**config.mk**
```make
export PLATFORM = sky130hd
export DESIGN_NAME = fetch_redirect_unit
export DESIGN_NICKNAME = d
export VERILOG_FILES = /design/src/rtl/fetch_redirect_unit.sv
export SDC_FILE = /design/constraint.sdc
export NUM_CORES = 1
export LEC_CHECK = 0
export ABC_CLOCK_PERIOD_IN_PS = 5700
export CAP_MARGIN = 40
export CORE_UTILIZATION = 50
export DETAILED_ROUTE_END_ITERATION = 10
export PLACE_DENSITY = 0.72
export SKIP_LAST_GASP = 1
export SYNTH_ARGS = -nofsm -noshare
export SYNTH_HDL_FRONTEND = slang
export SYNTH_SLANG_ARGS = --single-unit
```
**constraint.sdc**
```tcl
create_clock -name clk -period 5.7 [get_ports clk]
set_clock_uncertainty 0.05 [all_clocks]
set_input_delay 0.57 -clock clk [delete_from_list [all_inputs] [get_ports clk]]
set_output_delay 0.57 -clock clk [all_outputs]
set_load 0.01 [all_outputs]
```
**src/rtl/fetch_redirect_unit.sv**
```systemverilog
// Fetch PC owner: selects sequential or predicted next PC, tracks in-flight control-flow
// predictions in an in-order FIFO, and redirects fetch with a one-cycle flush on a mispredict.
module fetch_redirect_unit #(
  parameter int          DEPTH    = 4,
  parameter logic [15:0] RESET_PC = 16'h0000
) (
  input  logic        clk,
  input  logic        reset,
  input  logic        imem_resp,
  input  logic        stall,
  input  logic        br_instr,
  input  logic        prediction_valid,
  input  logic        predicted_direction,
  input  logic [15:0] predicted_target,
  input  logic        res_valid,
  input  logic [15:0] res_pc,
  input  logic        res_direction,
  input  logic [15:0] res_target,
  output logic [15:0] pc_out,
  output logic        imem_read,
  output logic        flush,
  output logic        q_full,
  output logic        q_err,
  output logic [15:0] mispredict_count
);

  localparam int         AW         = (DEPTH > 1) ? $clog2(DEPTH) : 1;
  localparam logic [AW:0] FULL_CNT  = (AW+1)'(DEPTH);
  localparam logic [0:0] ST_FETCH   = 1'b0;
  localparam logic [0:0] ST_RECOVER = 1'b1;

  logic [0:0]    state_r, state_nx_s;
  logic [15:0]   pc_r;
  logic [15:0]   mp_cnt_r;
  logic          q_err_r;
  logic [AW-1:0] wr_ptr_r, rd_ptr_r;
  logic [AW:0]   count_r;
  logic [15:0]   q_pc_r    [DEPTH];
  logic          q_taken_r [DEPTH];
  logic [15:0]   q_tgt_r   [DEPTH];

  logic empty_s, full_s, fetch_st_s, pred_taken_s;
  logic tag_err_s, mispredict_s, pop_s, accept_s, push_s;

  assign empty_s      = (count_r == {(AW+1){1'b0}});
  assign full_s       = (count_r == FULL_CNT);
  assign fetch_st_s   = (state_r == ST_FETCH);
  assign pred_taken_s = prediction_valid & predicted_direction;

  // Resolution check against the FIFO head; resolves arriving in RECOVER belong to squashed work
  always_comb begin
    tag_err_s    = 1'b0;
    mispredict_s = 1'b0;
    if (res_valid && fetch_st_s) begin
      tag_err_s    = empty_s || (q_pc_r[rd_ptr_r] != res_pc);
      mispredict_s = tag_err_s
                  || (q_taken_r[rd_ptr_r] != res_direction)
                  || (res_direction && (q_tgt_r[rd_ptr_r] != res_target));
    end else begin
      tag_err_s    = 1'b0;
      mispredict_s = 1'b0;
    end
  end

  assign pop_s    = res_valid & ~empty_s & fetch_st_s;
  assign accept_s = imem_resp & ~stall & fetch_st_s
                  & ~(br_instr & full_s & ~pop_s) & ~mispredict_s;
  assign push_s   = accept_s & br_instr;

  // Next-state selection for the fetch/recover FSM
  always_comb begin
    state_nx_s = ST_FETCH;
    case (state_r)
      ST_FETCH:   state_nx_s = mispredict_s ? ST_RECOVER : ST_FETCH;
      ST_RECOVER: state_nx_s = ST_FETCH;
      default:    state_nx_s = ST_FETCH;
    endcase
  end

  // Control state: FSM, fetch PC, FIFO pointers, error flag and redirect counter
  always_ff @(posedge clk) begin
    if (reset) begin
      state_r  <= ST_FETCH;
      pc_r     <= RESET_PC;
      wr_ptr_r <= {AW{1'b0}};
      rd_ptr_r <= {AW{1'b0}};
      count_r  <= {(AW+1){1'b0}};
      q_err_r  <= 1'b0;
      mp_cnt_r <= 16'h0000;
    end else begin
      state_r <= state_nx_s;
      if (mispredict_s) begin
        pc_r     <= res_direction ? res_target : (res_pc + 16'd2);
        wr_ptr_r <= {AW{1'b0}};
        rd_ptr_r <= {AW{1'b0}};
        count_r  <= {(AW+1){1'b0}};
        q_err_r  <= q_err_r | tag_err_s;
        if (mp_cnt_r != 16'hFFFF) mp_cnt_r <= mp_cnt_r + 16'd1;
      end else begin
        if (accept_s) pc_r <= pred_taken_s ? predicted_target : (pc_r + 16'd2);
        if (push_s) wr_ptr_r <= wr_ptr_r + AW'(1);
        if (pop_s)  rd_ptr_r <= rd_ptr_r + AW'(1);
        case ({push_s, pop_s})
          2'b10:   count_r <= count_r + (AW+1)'(1);
          2'b01:   count_r <= count_r - (AW+1)'(1);
          default: count_r <= count_r;
        endcase
      end
    end
  end

  // Prediction storage; stale entries are never read because the count gates the head
  always_ff @(posedge clk) begin
    if (push_s && !mispredict_s) begin
      q_pc_r[wr_ptr_r]    <= pc_r;
      q_taken_r[wr_ptr_r] <= pred_taken_s;
      q_tgt_r[wr_ptr_r]   <= predicted_target;
    end
  end

  assign pc_out           = pc_r;
  assign imem_read        = fetch_st_s & ~reset;
  assign flush            = (state_r == ST_RECOVER);
  assign q_full           = full_s;
  assign q_err            = q_err_r;
  assign mispredict_count = mp_cnt_r;

endmodule

```
After elaboration in Yosys (flattened, before gate mapping)
Memories as Yosys holds them, arrays and structs flattened. A register that Yosys moved wholly into a read port is not among the register bits.
Index checks and enable logic that the tools add are counted.
- bitwise gates (word level): 19
- equality and inequality tests: 7
- reduce and logical (&&, ||, !) cells: 12
- mux-type cells: 17
- $add $sub $neg: 7
- operator list (cell ; number):
    $mux W16 ; 4
    $add A16 B2 Y16 const B ; 2
    $ne A16 B16 Y1 ; 2
    $add A16 B1 Y16 const B ; 1
    $ne A16 B16 Y1 const B ; 1
    $mux W2 ; 6
    $and A1 B1 Y1 ; 11
    $not A1 Y1 ; 7
    $pmux W3 S2 ; 1
    $mux W1 ; 5
    $add A2 B1 Y2 const B ; 2
    $reduce_bool A2 Y1 ; 2
    $add A3 B1 Y3 const B ; 1
    $eq A3 B3 Y1 const B ; 1
    $logic_and A1 B1 Y1 ; 3
    $logic_not A3 Y1 ; 1
    $logic_or A1 B1 Y1 ; 3
    $sub A3 B1 Y3 const B ; 1
    $eq A2 B1 Y1 const B ; 1
    $eq A2 B2 Y1 const B ; 1
    $pmux W1 S2 ; 1
    $reduce_and A2 Y1 ; 1
    $reduce_or A2 Y1 ; 1
    $logic_not A1 Y1 ; 1
    2 further kinds ; 2
- word-level logic and storage cells: 72
- bits in writable memories: 132
- input port bits: 57
- memories kept: 3
- register bits: 41
- output and inout port bits: 36
- memories (name ; words ; width ; read ports ; clocked after memory_dff ; write ports ; line ; source):
    q_pc_r ; 4 ; 16 ; 1 ; 1 ; 1 ; 38 ; logic [15:0] q_pc_r [DEPTH];
    q_tgt_r ; 4 ; 16 ; 1 ; 1 ; 1 ; 40 ; logic [15:0] q_tgt_r [DEPTH];
    q_taken_r ; 4 ; 1 ; 1 ; 1 ; 1 ; 39 ; logic q_taken_r [DEPTH];

Depth between registers and ports, before layout
- depth after elaboration: 13
- depth in mapped cells: 19
- gate-level depth less buffers: 15

Least setup slack after synthesis
No wires, ideal clock.
- path type: reg-to-reg
- start point: register with a tool-made name
- end point: memory q_pc_r[0][0], enable pin
- stages on the path, launching flop included: 12
- period minus slack after synthesis: 3.929 ns
- setup time: 0.393 ns
- arrival: 3.486 ns
- path slack: 1.771 ns
- data required time: 5.257 ns
- cells stage by stage: dfxtp_1 > buf_6 > buf_2 > mux4_2 > xor2_1 > nor4_1 > nand2_1 > or4_4 > o21ai_4 > buf_6 > and2b_1 > and2_1
- RTL lines (what ; line):
    end: declaration ; 38

==> reports/results.ini <==
[timing]
setup_ws_ns=1.61
finalMaxSlewViolations=0
slew_headroom=0.485
rsz0062_at_grt=no
tns_ns=0
hold_viol_final=0
fmax_ghz=0.244
worstMarginPinSlew_ns=0.773
period_share=0.718
fin_crit_ns=4.09
setup_viol=0

[floorplan]
die_area_mm2=0.0167
chipWidth_um=129
initial_core_util=0.510
num_rows=46
core_mm2=0.0158
dieHeight_um=129
io_pins=93

[finish]
synthToLayoutAreaGrowth_pct=22.2
layout.cells.most_common=edfxtp_1
num_antenna_cells=0
layout_common_cells=edfxtp_1, clkdlybuf4s50_1, nor2_1, dfxtp_1, a21oi_1
fin_nets=790
fillers=1200
drive_gt1_frac=0.107

[synth]
synthTopCellsByArea=edfxtp_1, dfxtp_1, mux4_2
synthesis.instances=630
synth-async-reset-ratio=0
syn_nets=696
syn_avg_cell_area_um2=12.8
yosys.area.top_type=edfxtp_1
synth_top_area_share=0.491
syn_area_mm2=0.00808
ys_warn_count=0
synth-seq-cells=175
synth_edf_count=132
ys.flop_type=edfxtp_1
yosysSeqAreaShare=0.597
ys_types=54

[pwr]
ir_worst_vdd_mv=0.229
p_leak_nw=3.17
powerDensity_mw_per_mm2=285

[routing]
first_iter_violations=628
vias_per_cell=5.88
route.detailed.drc=0
routedWlPerCell_um=20.4
first_pass_iters=7
ant_nets=0
via_count=5603
drt_wl_total_um=19500

[clock_network]
clock-sinks=175
clk_latency_ns=0.43
cts-root-buf=clkbuf_16
htree_levels=4
path_clk_slew_ns=0.06
cts_tree=yes
postCtsSetupBuffers=0
post_cts_resized=0
cts_made_buffers=17
clock_path_buffers=2
cts_hold_buf=0

[status]
status=complete, no violations

[global_routing]
grt_max_degree=37
grtUsageMet3=0.0409
antenna_found_initial=0
use_met2=0.409
grtUsageTotal=0.249
grt_pass1_vias=5588
grt_pass1_wl_um=30500
overflow=0
busiest_layer=met2
use_met1=0.334

[placement]
dp_hpwl_um=13200
gp_congestion=0.891
port-buffer-count=92
place_ws_ns=1.56

[worst_setup_path]
criticalPathCategory=reg -> reg
critPathLaunchType=flop
cp_data_arrival_time_ns=4.35
crit_path_end_kind=flop
crit_path_max_fanout=24
worstPathRequired_ns=5.96

[hold_path]
hp-class=reg -> reg
hp-start=q_err$_SDFFE_PP0N_

[flow_run]
max_cap_viol_count=0

-- report_power, final --
group | internal [mW] | switching [mW]
combinational | 0.107 | 0.115
clock | 0.687 | 0.485
sequential | 1.39 | 0.0305
-- cells by family (layout without fill, tap and decap cells) --
| kind of cell | count (synthesis) | after routing | synth area share |
|---|---|---|---|
| AND/OR/NAND/NOR | 181 | 181 | 0.108 |
| flip-flops | 175 | 175 | 0.597 |
| AO/OA/AOI/OAI | 109 | 109 | 0.0835 |
| XOR/XNOR | 53 | 53 | 0.0575 |
| buffers and inverters | 48 | 155 | 0.0279 |
| adder cells (fa/ha/maj) | 9 | 9 | 0.0149 |
| multiplexers | 55 | 55 | 0.111 |
-- final timing paths --
check	endpoint	slack, ns	cells past startpoint
worst max-delay path	count_r[2]$_SDFFE_PP0P_	1.61	16
worst min-delay path	q_err$_SDFFE_PP0N_	0.46	2
worst max register to register	count_r[2]$_SDFFE_PP0P_	1.61	16
worst min register to register	q_err$_SDFFE_PP0N_	0.46	2
-- sequential cells by signal, summed over array words and instances (netlist names), named ones only --
| register | cells |
|---|---|
| count_r | 3 |
| flush | 1 |
| mispredict_count | 16 |
| pc_out | 16 |
| q_err | 1 |
| q_pc_r | 64 |
| q_taken_r | 4 |
| q_tgt_r | 64 |
| rd_ptr_r | 2 |
| wr_ptr_r | 2 |
-- critical path: stages, from the launching register on --
cell and delay, ns:
dfxtp_2 0.82, buf_4 0.36, buf_4 0.22, mux4_2 0.32, o2111ai_1 0.19, nor4_1 0.08
a31oi_1 0.47, o21ai_4 0.11, and2b_1 0.21, inv_1 0.07, ha_1 0.17, inv_1 0.06
fa_1 0.38, xor2_1 0.15, nor2_1 0.11, xnor2_1 0.13, nor2_1 0.05
-- metrics by stage --
| stage | hold WS [ns] | utilization | area (um2) | power, mW | cells |
|---|---|---|---|---|---|
| after floorplan | 0.419 | - | 8080 | 1.54 | 630 |
| after global placement | 0.423 | 0.582 | 9200 | 1.66 | 918 |
| after detailed placement | 0.446 | 0.585 | 9260 | 1.67 | 920 |
| after CTS | 0.462 | 0.623 | 9850 | 2.83 | 952 |
| after global routing | 0.482 | 0.624 | 9870 | 2.90 | 953 |
| final | 0.455 | 0.624 | 9870 | 2.81 | 953 |
-- synth_stat cells (7+ instances only) --
cell type and n:
and3_1 15, xnor2_1 22, nor2_1 57, clkbuf_1 17, nor4_1 7, o21ai_1 8
nand3_1 23, dfxtp_1 43, a21oi_1 40, or3_1 12, inv_1 16, mux4_2 27
buf_2 9, xor2_1 31, mux2i_1 24, nand2_1 37, ha_1 8, a211oi_1 11
o22ai_1 8, o21ai_0 16, edfxtp_1 132
-- final cells by class --
| cell class | instances | area, um2 | share of cell area |
|---|---|---|---|
| inverter | 16 | 60.1 | 0.00609 |
| clock buffer | 18 | 429 | 0.0435 |
| sequential | 175 | 4830 | 0.489 |
| clock inverter | 14 | 166 | 0.0169 |
| multi-input combinational | 407 | 3040 | 0.308 |
| timing repair buffer | 107 | 1080 | 0.110 |
| tap | 216 | 270 | 0.0274 |
-- metal layers --
| metal | routed length (um) | vias up |
|---|---|---|
| met5 | 0 | - |
| met4 | 318 | 0 |
| met3 | 1320 | 32 |
| met2 | 9560 | 247 |
| met1 | 8270 | 2770 |
| li1 | - | 2554 |
Note: power is estimated with default switching activity, not from simulation.
